`config.mk`:
```
export PLATFORM = sky130hd
export DESIGN_NAME = ecall_io_responder_flat
export DESIGN_NICKNAME = d
export VERILOG_FILES = /design/src/rtl/ecall_pkg.sv /design/src/rtl/ecall_io_responder_if.sv /design/src/rtl/button_debounce.sv /design/src/rtl/ecall_io_responder.sv /design/src/flat_wrapper.sv
export SDC_FILE = /design/constraint.sdc
export NUM_CORES = 1
export LEC_CHECK = 0
export ABC_CLOCK_PERIOD_IN_PS = 2100
export BUFFER_PORTS_ARGS = -buffer_cell sky130_fd_sc_hd__buf_2
export CAP_MARGIN = 25
export CELL_PAD_IN_SITES_DETAIL_PLACEMENT = 0
export CELL_PAD_IN_SITES_GLOBAL_PLACEMENT = 1
export CORE_MARGIN = 10
export CORE_UTILIZATION = 36
export DETAILED_ROUTE_END_ITERATION = 12
export GPL_ROUTABILITY_DRIVEN = 0
export GPL_TIMING_DRIVEN = 0
export MAX_ROUTING_LAYER = met4
export PLACE_DENSITY = 0.84
export REMOVE_ABC_BUFFERS = 1
export SLEW_MARGIN = 30
export SYNTH_ARGS = -nofsm -noshare
export SYNTH_HDL_FRONTEND = slang
export SYNTH_SLANG_ARGS = --single-unit
```
`constraint.sdc`:
```
create_clock -name clk -period 2.1 [get_ports clk]
set_input_delay 0.315 -clock clk [delete_from_list [all_inputs] [get_ports clk]]
set_output_delay 0.315 -clock clk [all_outputs]
set_load 0.02 [all_outputs]
```
`src/rtl/ecall_pkg.sv`:
```
// Shared definitions for the ecall I/O responder: bus widths, service
// codes, FSM state encoding and the switch sign-extension helper.
package ecall_pkg;

  localparam int unsigned XLEN  = 32;
  localparam int unsigned SW_W  = 16;
  localparam int unsigned LED_W = 8;

  // Service numbers carried in a7
  localparam logic [XLEN-1:0] CODE_PRINT_INT = 32'd1;
  localparam logic [XLEN-1:0] CODE_READ_INT  = 32'd5;
  localparam logic [XLEN-1:0] CODE_EXIT      = 32'd10;
  localparam logic [XLEN-1:0] CODE_PC_CHANGE = 32'd11;

  typedef enum logic [1:0] {
    IDLE       = 2'd0,
    PRINT_WAIT = 2'd1,
    READ_WAIT  = 2'd2,
    READ_RSP   = 2'd3
  } state_e;

  // Switch bank is a signed 16-bit integer
  function automatic logic [XLEN-1:0] sext_sw(input logic [SW_W-1:0] v);
    return {{(XLEN-SW_W){v[SW_W-1]}}, v};
  endfunction

endpackage

```
`src/rtl/ecall_io_responder_if.sv`:
```
// CPU <-> responder ecall bus.
//   req_valid/req_code/req_data : one-cycle request from the CPU
//   cpu_stall                   : hold PC / suppress writeback
//   rsp_valid/rsp_data          : one-cycle read-integer result for a0
interface ecall_io_responder_if;
  import ecall_pkg::*;

  logic            req_valid;
  logic [XLEN-1:0] req_code;
  logic [XLEN-1:0] req_data;
  logic            cpu_stall;
  logic            rsp_valid;
  logic [XLEN-1:0] rsp_data;

  modport master (
    output req_valid, req_code, req_data,
    input  cpu_stall, rsp_valid, rsp_data
  );

  modport slave (
    input  req_valid, req_code, req_data,
    output cpu_stall, rsp_valid, rsp_data
  );
endinterface

```
`src/rtl/button_debounce.sv`:
```
// Push-button conditioner: 2-flop synchronizer, stability counter and a
// one-cycle pulse on each accepted 0->1 level change.
//   clk, reset (async active-low), btn (raw), press (registered pulse)
module button_debounce #(
  parameter int unsigned DEBOUNCE_CYCLES = 1_000_000
) (
  input  logic clk,
  input  logic reset,
  input  logic btn,
  output logic press
);

  localparam int unsigned CNT_W = (DEBOUNCE_CYCLES > 1) ? $clog2(DEBOUNCE_CYCLES) : 1;
  localparam logic [CNT_W-1:0] CNT_MAX = CNT_W'(DEBOUNCE_CYCLES - 1);

  logic [1:0]       sync;
  logic             level;
  logic [CNT_W-1:0] cnt;

  // A new level is accepted after DEBOUNCE_CYCLES consecutive differing samples
  always_ff @(posedge clk or negedge reset) begin
    if (!reset) begin
      sync  <= 2'b00;
      level <= 1'b0;
      cnt   <= '0;
      press <= 1'b0;
    end else begin
      sync  <= {sync[0], btn};
      press <= 1'b0;
      if (sync[1] != level) begin
        if (cnt == CNT_MAX) begin
          level <= sync[1];
          cnt   <= '0;
          press <= sync[1];
        end else begin
          cnt <= cnt + CNT_W'(1);
        end
      end else begin
        cnt <= '0;
      end
    end
  end

endmodule

```
`src/rtl/ecall_io_responder.sv`:
```
// Services CPU ecalls against board I/O: print-int to the 7-segment
// display, read-int from switches, exit LED and test-case select pulse.
//   clk, reset (async active-low), cpu (ecall bus, slave side)
//   sw_in, confirm_btn : board inputs
//   disp_data/disp_valid, led_out, pc_change : board outputs
module ecall_io_responder
  import ecall_pkg::*;
#(
  parameter int unsigned DEBOUNCE_CYCLES = 1_000_000
) (
  input  logic                 clk,
  input  logic                 reset,
  ecall_io_responder_if.slave  cpu,
  input  logic [SW_W-1:0]      sw_in,
  input  logic                 confirm_btn,
  output logic [XLEN-1:0]      disp_data,
  output logic                 disp_valid,
  output logic [LED_W-1:0]     led_out,
  output logic                 pc_change
);

  state_e          state_q, state_d;
  logic            press;
  logic [XLEN-1:0] disp_data_d, rsp_data_q, rsp_data_d;
  logic            disp_valid_d, rsp_valid_q, rsp_valid_d, pc_change_d;
  logic            exit_d;
  logic [LED_W-1:0] led_d;
  logic            svc_req;

  button_debounce #(.DEBOUNCE_CYCLES(DEBOUNCE_CYCLES)) u_debounce (
    .clk   (clk),
    .reset (reset),
    .btn   (confirm_btn),
    .press (press)
  );

  // Stall must rise in the request cycle itself so the ecall does not retire
  assign svc_req = (state_q == IDLE) && cpu.req_valid &&
                   ((cpu.req_code == CODE_PRINT_INT) || (cpu.req_code == CODE_READ_INT));
  assign cpu.cpu_stall = reset && (svc_req || (state_q == PRINT_WAIT) || (state_q == READ_WAIT));
  assign cpu.rsp_valid = rsp_valid_q;
  assign cpu.rsp_data  = rsp_data_q;

  // Next-state and next-output decode
  always_comb begin
    state_d      = state_q;
    disp_data_d  = disp_data;
    disp_valid_d = disp_valid;
    rsp_data_d   = rsp_data_q;
    rsp_valid_d  = 1'b0;
    pc_change_d  = 1'b0;
    exit_d       = led_out[0];
    case (state_q)
      IDLE: begin
        if (cpu.req_valid) begin
          case (cpu.req_code)
            CODE_PRINT_INT: begin
              state_d      = PRINT_WAIT;
              disp_data_d  = cpu.req_data;
              disp_valid_d = 1'b1;
            end
            CODE_READ_INT:  state_d     = READ_WAIT;
            CODE_EXIT:      exit_d      = 1'b1;
            CODE_PC_CHANGE: pc_change_d = 1'b1;
            default: ;
          endcase
        end
      end
      PRINT_WAIT: begin
        if (press) state_d = IDLE;
      end
      READ_WAIT: begin
        if (press) begin
          state_d     = READ_RSP;
          rsp_data_d  = sext_sw(sw_in);
          rsp_valid_d = 1'b1;
        end
      end
      READ_RSP: state_d = IDLE;
      default:  state_d = IDLE;
    endcase
    led_d = {(state_d == READ_WAIT), (state_d == PRINT_WAIT), 5'b00000, exit_d};
  end

  // State and registered outputs
  always_ff @(posedge clk or negedge reset) begin
    if (!reset) begin
      state_q     <= IDLE;
      disp_data   <= '0;
      disp_valid  <= 1'b0;
      rsp_data_q  <= '0;
      rsp_valid_q <= 1'b0;
      pc_change   <= 1'b0;
      led_out     <= '0;
    end else begin
      state_q     <= state_d;
      disp_data   <= disp_data_d;
      disp_valid  <= disp_valid_d;
      rsp_data_q  <= rsp_data_d;
      rsp_valid_q <= rsp_valid_d;
      pc_change   <= pc_change_d;
      led_out     <= led_d;
    end
  end

endmodule

```
`src/flat_wrapper.sv`:
```
// flat-port wrapper written by rule: the top's interface ports become plain ports
module ecall_io_responder_flat import ecall_pkg::*;
#(
  parameter int unsigned DEBOUNCE_CYCLES = 1_000_000
)
  (clk, reset, sw_in, confirm_btn, disp_data, disp_valid, led_out, pc_change, cpu_req_valid, cpu_req_code, cpu_req_data, cpu_cpu_stall, cpu_rsp_valid, cpu_rsp_data);
  ecall_io_responder_if cpu_i ();
  input  logic clk;
  input  logic reset;
  input  logic [SW_W-1:0] sw_in;
  input  logic confirm_btn;
  output logic [XLEN-1:0] disp_data;
  output logic disp_valid;
  output logic [LED_W-1:0] led_out;
  output logic pc_change;
  input wire logic [$bits(cpu_i.req_valid)-1:0] cpu_req_valid;
  input wire logic [$bits(cpu_i.req_code)-1:0] cpu_req_code;
  input wire logic [$bits(cpu_i.req_data)-1:0] cpu_req_data;
  output wire logic [$bits(cpu_i.cpu_stall)-1:0] cpu_cpu_stall;
  output wire logic [$bits(cpu_i.rsp_valid)-1:0] cpu_rsp_valid;
  output wire logic [$bits(cpu_i.rsp_data)-1:0] cpu_rsp_data;
  assign cpu_i.req_valid = cpu_req_valid;
  assign cpu_i.req_code = cpu_req_code;
  assign cpu_i.req_data = cpu_req_data;
  assign cpu_cpu_stall = cpu_i.cpu_stall;
  assign cpu_rsp_valid = cpu_i.rsp_valid;
  assign cpu_rsp_data = cpu_i.rsp_data;
  ecall_io_responder #(.DEBOUNCE_CYCLES(DEBOUNCE_CYCLES)) u_core (.clk(clk), .reset(reset), .cpu(cpu_i), .sw_in(sw_in), .confirm_btn(confirm_btn), .disp_data(disp_data), .disp_valid(disp_valid), .led_out(led_out), .pc_change(pc_change));
endmodule
```
### Word-level counts from Yosys, hierarchy flattened

Index checks and enable logic that the tools add are counted.

* reductions and logical operators: 11
* div/mod/pow operators: 0
* multiplexer cells: 14
* multiply operators: 0
* eq/ne operators: 11
* $add $sub $neg: 1
* bitwise gates (word level): 0
* $lt $le $gt $ge: 0
* shifts and indexed selects: 0

Operator list (count)
* 32-bit by 4-bit == test with 1-bit output, second input constant: 2
* 20-bit two-way mux: 2
* 32-bit by 1-bit == test with 1-bit output, second input constant: 1
* 32-bit by 3-bit == test with 1-bit output, second input constant: 1
* 20-bit by 1-bit adder with 20-bit output, second input constant: 1
* 20-bit == test, second input constant: 1
* 2-bit one-hot mux with 4 select lines: 1
* 1-bit two-way mux: 7
* 2-bit == test, second input constant: 3
* 2-bit two-way mux: 3
* 3-bit AND reduction: 2
* 2-bit by 1-bit == test with 1-bit output, second input constant: 2
* 2-bit one-hot mux with 2 select lines: 1
* 2-bit AND reduction: 2
* 1-bit logical AND: 3
* 1-bit logical OR: 3
* 2-bit logical NOT: 1
* 1-bit != test: 1

* register bits: 80
* memory bits (read-only): 0
* output and inout bits: 76
* latch bits: 0
* bits in writable memories: 0
* memories kept: 0

### Longest topological paths before layout

Gate-level depths: netlist (run 1).

* word-level depth: 6
* mapped depth: 6

### Cells and area by module

From an unflattened synthesis (run 1), not the netlist that was laid out.

* cells, all modules: 270
* area total of the unflattened synthesis: 3674.8 um^2

Modules (own cells, without submodules)
* ecall_io_responder: area an instance 2489.9 um^2, sequential area each 1401.3 um^2, times used 1, cells each 163
* button_debounce: area an instance 1184.9 um^2, sequential area each 600.6 um^2, times used 1, cells each 107

### Worst setup path before layout (run 1)

Ideal clock, no wire load.

* path kind: in2reg
* start: input cpu_req_code[20]
* end: register u_core.disp_data[10]
* setup time: 125 ps
* path buffers: 1
* stages on the path: 5
* required time: 1975 ps
* arrival time: 1882 ps
* path slack: 93 ps
* cells stage by stage: nor4b_1 -> nand4_1 -> nor4_4 -> buf_6 -> mux2_2

* longest elaborated chain between the ends: 2

Ends and longest elaborated chain
* start: declaration: line flat_wrapper.sv:17 `input wire logic [$bits(cpu_i.req_code)-1:0] cpu_req_code;`
* 32-bit by 1-bit == test with 1-bit output: line ecall_io_responder.sv:56 `case (cpu.req_code)`
* 3-bit AND reduction (no source line)
* end signal: assignment: line ecall_io_responder.sv:97 `disp_data <= disp_data_d;`
* end: declaration: line ecall_io_responder.sv:16 `output logic [XLEN-1:0] disp_data,`

No other way between the ends.
A chain may end at the register's enable or synchronous reset.

### Final worst setup path (run 1)

* start: register u_core.u_debounce.cnt[0]
* end: register u_core.u_debounce.level

* longest elaborated chain between the ends: 2

Ends and longest elaborated chain
* start: declaration: line button_debounce.sv:18 `logic [CNT_W-1:0] cnt;`
* start signal: assignment: line button_debounce.sv:36 `cnt <= cnt + CNT_W'(1);`
* 20-bit == test: line button_debounce.sv:31 `if (cnt == CNT_MAX) begin`
* 2-bit AND reduction (no source line)
* end signal: assignment: line button_debounce.sv:32 `level <= sync[1];`
* end: declaration: line button_debounce.sv:17 `logic level;`

No other way between the ends.

==> results of run 1 <==
power groups by stage:
stage	clock [mW]	combinational (mW)	sequential [mW]
4_1_cts	1.38	0.158	1.55
3_3_place_gp	0	0.138	1.58
2_1_floorplan	0	0.0306	1.58
6_report	1.34	0.155	1.55
3_5_place_dp	0	0.149	1.58
5_1_grt	1.47	0.175	1.55
cells by family after synthesis:
group,synth area share [%]
compound gates,3.382
fa+ha+maj,0.3559
buf+inv,6.728
flops,56.96
other cells,0.1067
mux,15.70
xor+xnor,3.738
simple gates,13.03
what timing repair did:
item                                    4_1_cts  5_1_grt
setup buffers                                 4        3
endpoints found under the setup margin       27       13
pin swaps                                     2        3
endpoints found under the hold margin        16       64
resized for setup                             1        4
metal layers:
layer / track usage, % / vias up / part of all wire, %
li1: - / 1234 / -
met1: 13.72 / 1217 / 42
met2: 19.75 / 105 / 49
met3: 5.140 / 14 / 7.9
met4: 3.282 / 0 / 1.1
met5: - / - / 0
state kept, by name (all words and copies together), names as in the netlist:
register,flops
u_core.u_debounce.cnt,20
u_core.u_debounce.sync,2
u_core.disp_valid,1
u_core.cpu.rsp_data,16
u_core.disp_data,32
u_core.cpu.rsp_valid,1
u_core.pc_change,1
u_core.u_debounce.level,1
u_core.state_q,2
u_core.u_debounce.press,1
u_core.led_out,3
cell type report:
class                           instances  area (sq um)  share of cell area, %
Clock buffer                           10         127.6                  2.749
Clock inverter                          5         106.4                  2.290
Inverter                                7         26.28                 0.5659
Multi-Input combinational cell        159          1309                  28.19
Sequential cell                        80          2002                  43.12
Tap cell                              133         166.4                  3.584
Timing Repair Buffer                  166         905.9                  19.51
worst max-delay path by stage:
stage | from | endpoint | cells after the start
after floorplan | u_core.cpu.rsp_data[15]$_DFFE_PN0P_ | u_core.cpu.rsp_data[15]$_DFFE_PN0P_ | 1
after global placement | cpu_req_code[20] | u_core.disp_data[26]$_DFFE_PN0P_ | 5
after detailed placement | cpu_req_code[12] | u_core.disp_data[16]$_DFFE_PN0P_ | 7
after CTS | u_core.state_q[1]$_DFF_PN0_ | u_core.disp_data[24]$_DFFE_PN0P_ | 5
after global routing | u_core.u_debounce.cnt[0]$_DFF_PN0_ | u_core.u_debounce.level$_DFFE_PN0P_ | 5
final | u_core.u_debounce.cnt[0]$_DFF_PN0_ | u_core.u_debounce.level$_DFFE_PN0P_ | 5
critical path: stages (launching register included):
cell and delay, ns:
dfrtp_1 0.40, ha_2 0.23, and4_1 0.22, nand2_1 0.13, or4_1 0.61, mux2_2 0.29
cells in the final DEF, fill, tap and decap left out, types with 5 or more instances in the layout:
cell type | Yosys | layout
buf_4 | 21 | 8
xor2_1 | 5 | 5
nor2_1 | 17 | 17
conb_1 | 1 | 5
dfrtp_1 | 80 | 80
mux2_1 | 10 | 10
xnor2_1 | 10 | 10
nand3_1 | 5 | 5
nand2_1 | 6 | 6
inv_1 | 7 | 7
buf_2 | 3 | 153
nor4_1 | 10 | 9
nand4_1 | 6 | 6
nor3_1 | 6 | 5
clkbuf_8 | 0 | 9
mux2_2 | 39 | 39
==> flow_metrics.tcl, run 1 <==
set metrics [dict create \
    critical_register_to_register_path_startpoint "u_core.u_debounce.cnt[0]$_DFF_PN0_" \
    die-area_sq_mm 0.01411 \
    proportion_of_register_bits_with_asynchronous_set_or_reset_after_synthesis_pct 100.0 \
    floorplan.initialDensity_pct 36.46 \
    drtAntennaViolNets 0 \
    clock_sinks 80 \
    post_synthesis_area_per_instance_sq_um 13.02 \
    pwr_cell_area_mw_per_mm2 656.5 \
    crit_required_ns 2.33 \
    power.sequential.fraction_pct 50.9 \
    post-synth-top-count-cell "dfrtp_1" \
    grt_max_degree 66 \
    tns_ns 0 \
    globalRouteOverflowTotal 0 \
    yosys-top-cells-area "dfrtp_1 57%, mux2_2 12%, buf_4 4.5%, mux2_1 3.2%, xnor2_1 2.5%" \
    row_count 36 \
    finalInstanceArea_sq_mm 0.004643 \
    numCtsBuffers 9 \
    detail_route.drc_violations 0 \
    cts.clk_slew.worst_paths_ns 0.08 \
    end_kind "register" \
    setup.reg_to_reg.worst_slack_ns 0.10 \
    tightestPinTransition_ns 0.7445 \
    synthesis.instances 270 \
    timing.final.hold_violations 64 \
    num-fill-cells 885 \
    reg2reg_depth 5 \
    power.net_switching_uw 639.0 \
    run_status "finished with violations" \
    drt-initial-drc-count 62 \
    root_buffer "clkbuf_8" \
    synthDominantAreaCellType "dfrtp_1" \
    placedInstanceArea_sq_mm 0.004313 \
    clock_tree.buffer_depth 2 \
    io_pins 160 \
    layout-area-overhead-vs-synth_pct 32.11 \
    route.vias.total 2570 \
    timing_max_transition_violations_final 0 \
    synth-seq-cells 80 \
    cellInternalPower_mw 2.410 \
    critical_path.reg2reg.endpoint "u_core.u_debounce.level$_DFFE_PN0P_" \
    post_synth_num_cell_types 41 \
    final.setup.worst_slack_ns 0.1042 \
    cp.arrival_ns 2.23 \
    setup_viol 0 \
    design.core.area_sq_mm 0.009639 \
    globalRouteTotalUtil_pct 12.25 \
    p_comb_share_pct 5.1 \
    layout.nets 508 \
    p_leak_nw 2.525 \
    share_clk_of_total_power_pct 44.0 \
    ys.warnings.count 0 \
    via_count_of_the_first_global_routing_pass 2686 \
    ys_dominant_reg_cell "dfrtp_1" \
    dp.cells 537 \
    worst_clock_skew_ns 0.009821 \
    cts_tree "yes" \
    synth.top_cells.by_count "80 x dfrtp_1, 39 x mux2_2, 21 x buf_4, 17 x nor2_1" \
    antenna_cells_inserted 0 \
    max_clock_freq_ghz 0.5011 \
    synth_area_sq_mm 0.003515 \
    routed_wire_length_mm 8.377 \
    ys_seq_area_share_pct 56.96 \
    grt_first_pass_wirelength_mm 13.86 \
    holdBufCountCts 1 \
    dieWidth_um 118.8 \
    worstSetupStartpointType "register" \
    drt_pre_antenna_iters 4 \
    hold_slack_ns -0.05535 \
    detailedPlacementHpwl_mm 6.466 \
    post-synth-top-area-fraction_pct 56.96 \
    layout.cells.non_filler 560 \
    violations "hold timing" \
    utilization_pct 48.17 \
    synth_edf_count 0 \
    max_slew_margin_pct 50.37 \
    die_height_um 118.8 \
    switching_fraction_of_total_power_pct 20.96 \
    worstPathMaxFanout 4 \
    grt_antenna_before_repair 0 \
    drv.max_cap_violation_count 0 \
    grt_setup_unrepaired "false" \
    preCtsSetupSlack_ns -0.4880 \
    vdd_ir_drop_max_uv 356.9 \
    worstHoldPathType "input port to asynchronous set/reset pin" \
    avgRoutedWirePerCell_um 14.96 \
    layout_min_cycle_time_ns 1.996 \
    cts_htree_levels 3 \
    setup.worst_path.class "register to register" \
    totalPowerFinal_mw 3.048 \
    placement.io_buffers 154 \
    post_route_cells_drive_above_1_share_pct 54.33 \
    final_min_period_over_clock_period_pct 95.04 \
    worstSkewPairLatency_ns 0.35 \
    via_to_cell_ratio 4.589 \
]
No activity file was read; power rests on OpenSTA's default activity.
==> run 2, diff against run 1 <==
--- a/config.mk
+++ b/config.mk
@@ -11,5 +11,5 @@
 export CELL_PAD_IN_SITES_DETAIL_PLACEMENT = 0
 export CELL_PAD_IN_SITES_GLOBAL_PLACEMENT = 1
-export CORE_MARGIN = 10
+export CORE_MARGIN = 2
 export CORE_UTILIZATION = 36
 export DETAILED_ROUTE_END_ITERATION = 12
==> constraint.sdc (replaced) <==
create_clock -name clk -period 2.1 [get_ports clk]
set_input_delay 0 -clock clk [delete_from_list [all_inputs] [get_ports clk]]
set_output_delay 0 -clock clk [all_outputs]
set_load 0.02 [all_outputs]
==> run 2 against run 1 <==
The flow now finishes without violations. Core utilization increased by 5.3 points. Cell count increased by 10%. Worst setup slack got worse by 0.029 ns. Register-to-register slack got worse by 0.03 ns. Clock-buffer cell count unchanged. Global-route usage increased by 2.9 points. First-iteration DRC count increased by 44%. Fmax decreased by 1.4%. Wire length decreased by 2.6%. Total power decreased by 3.6%. Design area increased by 11%. Clock power decreased by 14%. Critical path type unchanged. Highest routed layer unchanged.
==> flow_metrics.tcl, run 2 (same netlist as run 1, synthesis figures left out) <==
set metrics [dict create \
    route.vias.total 2810 \
    cts_htree_levels 3 \
    timing_max_transition_violations_final 0 \
    tightestPinTransition_ns 0.7343 \
    detail_route.drc_violations 0 \
    end_kind "register" \
    vdd_ir_drop_max_uv 325.0 \
    totalPowerFinal_mw 2.939 \
    layout_min_cycle_time_ns 2.024 \
    via_to_cell_ratio 4.562 \
    worstSetupStartpointType "register" \
    path_depth 5 \
    floorplan.initialDensity_pct 36.46 \
    grt_antenna_before_repair 0 \
    timing.critical_path.max_delay_family "simple AND/OR/NAND/NOR gates" \
    setup.worst_path.class "register to register" \
    cts_tree "yes" \
    cp_num_buf_inv 0 \
    clock_tree.buffer_depth 2 \
    via_count_of_the_first_global_routing_pass 2642 \
    drt-initial-drc-count 89 \
    grt_first_pass_wirelength_mm 11.96 \
    clock_sinks 80 \
    reg2reg_depth 5 \
    row_count 36 \
    worstHoldPathType "input port to register" \
    detailedPlacementHpwl_mm 5.283 \
    io_pins 160 \
    worst_path_max_delay_cell "or4_1" \
    drv.max_cap_violation_count 0 \
    avgRoutedWirePerCell_um 13.24 \
    max_slew_margin_pct 51.05 \
    max_flop_register "u_core.disp_data" \
    tns_ns 0 \
    final_common_cell "buf_2" \
    p_leak_nw 2.743 \
    max_clock_freq_ghz 0.4940 \
    die-area_sq_mm 0.01057 \
    holdPathStages 4 \
    globalRouteTotalUtil_pct 15.12 \
    cts.clk_slew.worst_paths_ns 0.09 \
    setup.reg_to_reg.worst_slack_ns 0.08 \
    hold_slack_ns 0.04936 \
    crit_required_ns 2.33 \
    setup_viol 0 \
    worstSkewPairLatency_ns 0.35 \
    globalRouteOverflowTotal 0 \
    routed_wire_length_mm 8.158 \
    largest_reg_flops 32 \
    dieWidth_um 102.8 \
    worst_clock_skew_ns 0.01140 \
    layout.nets 563 \
    design.core.area_sq_mm 0.009639 \
    grt_max_degree 57 \
    die_height_um 102.8 \
    timing.final.hold_violations 0 \
    placement.io_buffers 154 \
    pwr_cell_area_mw_per_mm2 570.3 \
    numCtsBuffers 9 \
    post_route_cells_drive_above_1_share_pct 48.03 \
    drt_pre_antenna_iters 4 \
    cp.arrival_ns 2.25 \
    layout.cells.most_common_list "153 x buf_2, 80 x dfrtp_1, 55 x dlygate4sd3_1, 39 x mux2_2, 17 x nor2_1" \
    crit_path_max_incr_delay_ns 0.63 \
    antenna_cells_inserted 0 \
    timing.critical_path.cells "ha_1 > and4_1 > nand2_1 > or4_1 > mux2_2" \
    run_status "completed" \
    final_min_period_over_clock_period_pct 96.40 \
    layout-area-overhead-vs-synth_pct 46.64 \
    grt_setup_unrepaired "false" \
    utilization_pct 53.47 \
    drtAntennaViolNets 0 \
    root_buffer "clkbuf_8" \
    worstPathMaxFanout 4 \
]
[run 2: cell count changes in the layout (fill, tap and decap cells not counted), sizes merged]
cell,before,now
inv,7,8
bufinv,3,1
dlygate4sd3,1,55
clkinv,1,2
clkinvlp,1,2
buf,165,166
[run 2: cell type report]
type / instances / area, sq um
Clock buffer: 10 / 137.6
Clock inverter: 6 / 67.56
Fill cell: 827 / 4486
Inverter: 7 / 26.28
Multi-Input combinational cell: 159 / 1296
Sequential cell: 80 / 2002
Tap cell: 133 / 166.4
Timing Repair Buffer: 221 / 1458
[run 2: through the flow]
step                setup slack, ns  area (sq um)  cells
finish                      0.07565          5154    616
global route               0.001502          5154    616
CTS                        0.001366          5109    610
detailed placement          -0.3793          4317    537
global placement            -0.8582          4257    533
floorplan                   -0.7257          3319    246
[run 2: where the power goes]
| part | internal, mW | leakage, nW | switching, mW |
|---|---|---|---|
| clock | 0.585 | 0.0989 | 0.569 |
| combinational | 0.142 | 1.54 | 0.0915 |
| sequential | 1.55 | 1.11 | 0.00642 |
| total | 2.27 | 2.74 | 0.667 |
[run 2: worst reg2reg max path: cells and delay by family, from the launching register on]
kind	cells	cell delay, ns
mux	1	0.30
flops	1	0.39
fa+ha+maj	1	0.23
simple gates	3	0.99
[run 2: what timing repair did]
| item | in CTS | in global routing |
|---|---|---|
| buffers inserted | 2 | 6 |
| pin swaps | 2 | 0 |
| endpoints found under the setup margin | 36 | 6 |
| hold buffers | 55 | 0 |
| hold endpoints to repair | 133 | 0 |
| gates resized for setup | 2 | 0 |
| gates cloned | 0 | 0 |
[run 2: final timing paths]
check	endpoint	start
max	u_core.u_debounce.level$_DFFE_PN0P_	u_core.u_debounce.cnt[0]$_DFF_PN0_
min	u_core.pc_change$_DFF_PN0_	cpu_req_code[9]
max reg2reg	u_core.u_debounce.level$_DFFE_PN0P_	u_core.u_debounce.cnt[0]$_DFF_PN0_
min reg2reg	u_core.u_debounce.sync[1]$_DFF_PN0_	u_core.u_debounce.sync[0]$_DFF_PN0_
max in group asynchronous	u_core.disp_data[19]$_DFFE_PN0P_	reset
min in group asynchronous	u_core.cpu.rsp_data[6]$_DFFE_PN0P_	reset
[run 2: routing by layer]
metal	track usage [%]	share of wire, %	vias to the layer above
met3	3.322	5.7	15
li1	-	-	1350
met1	16.75	40	1341
met2	26.50	53	104
met5	-	0	-
met4	6.073	1.8	0
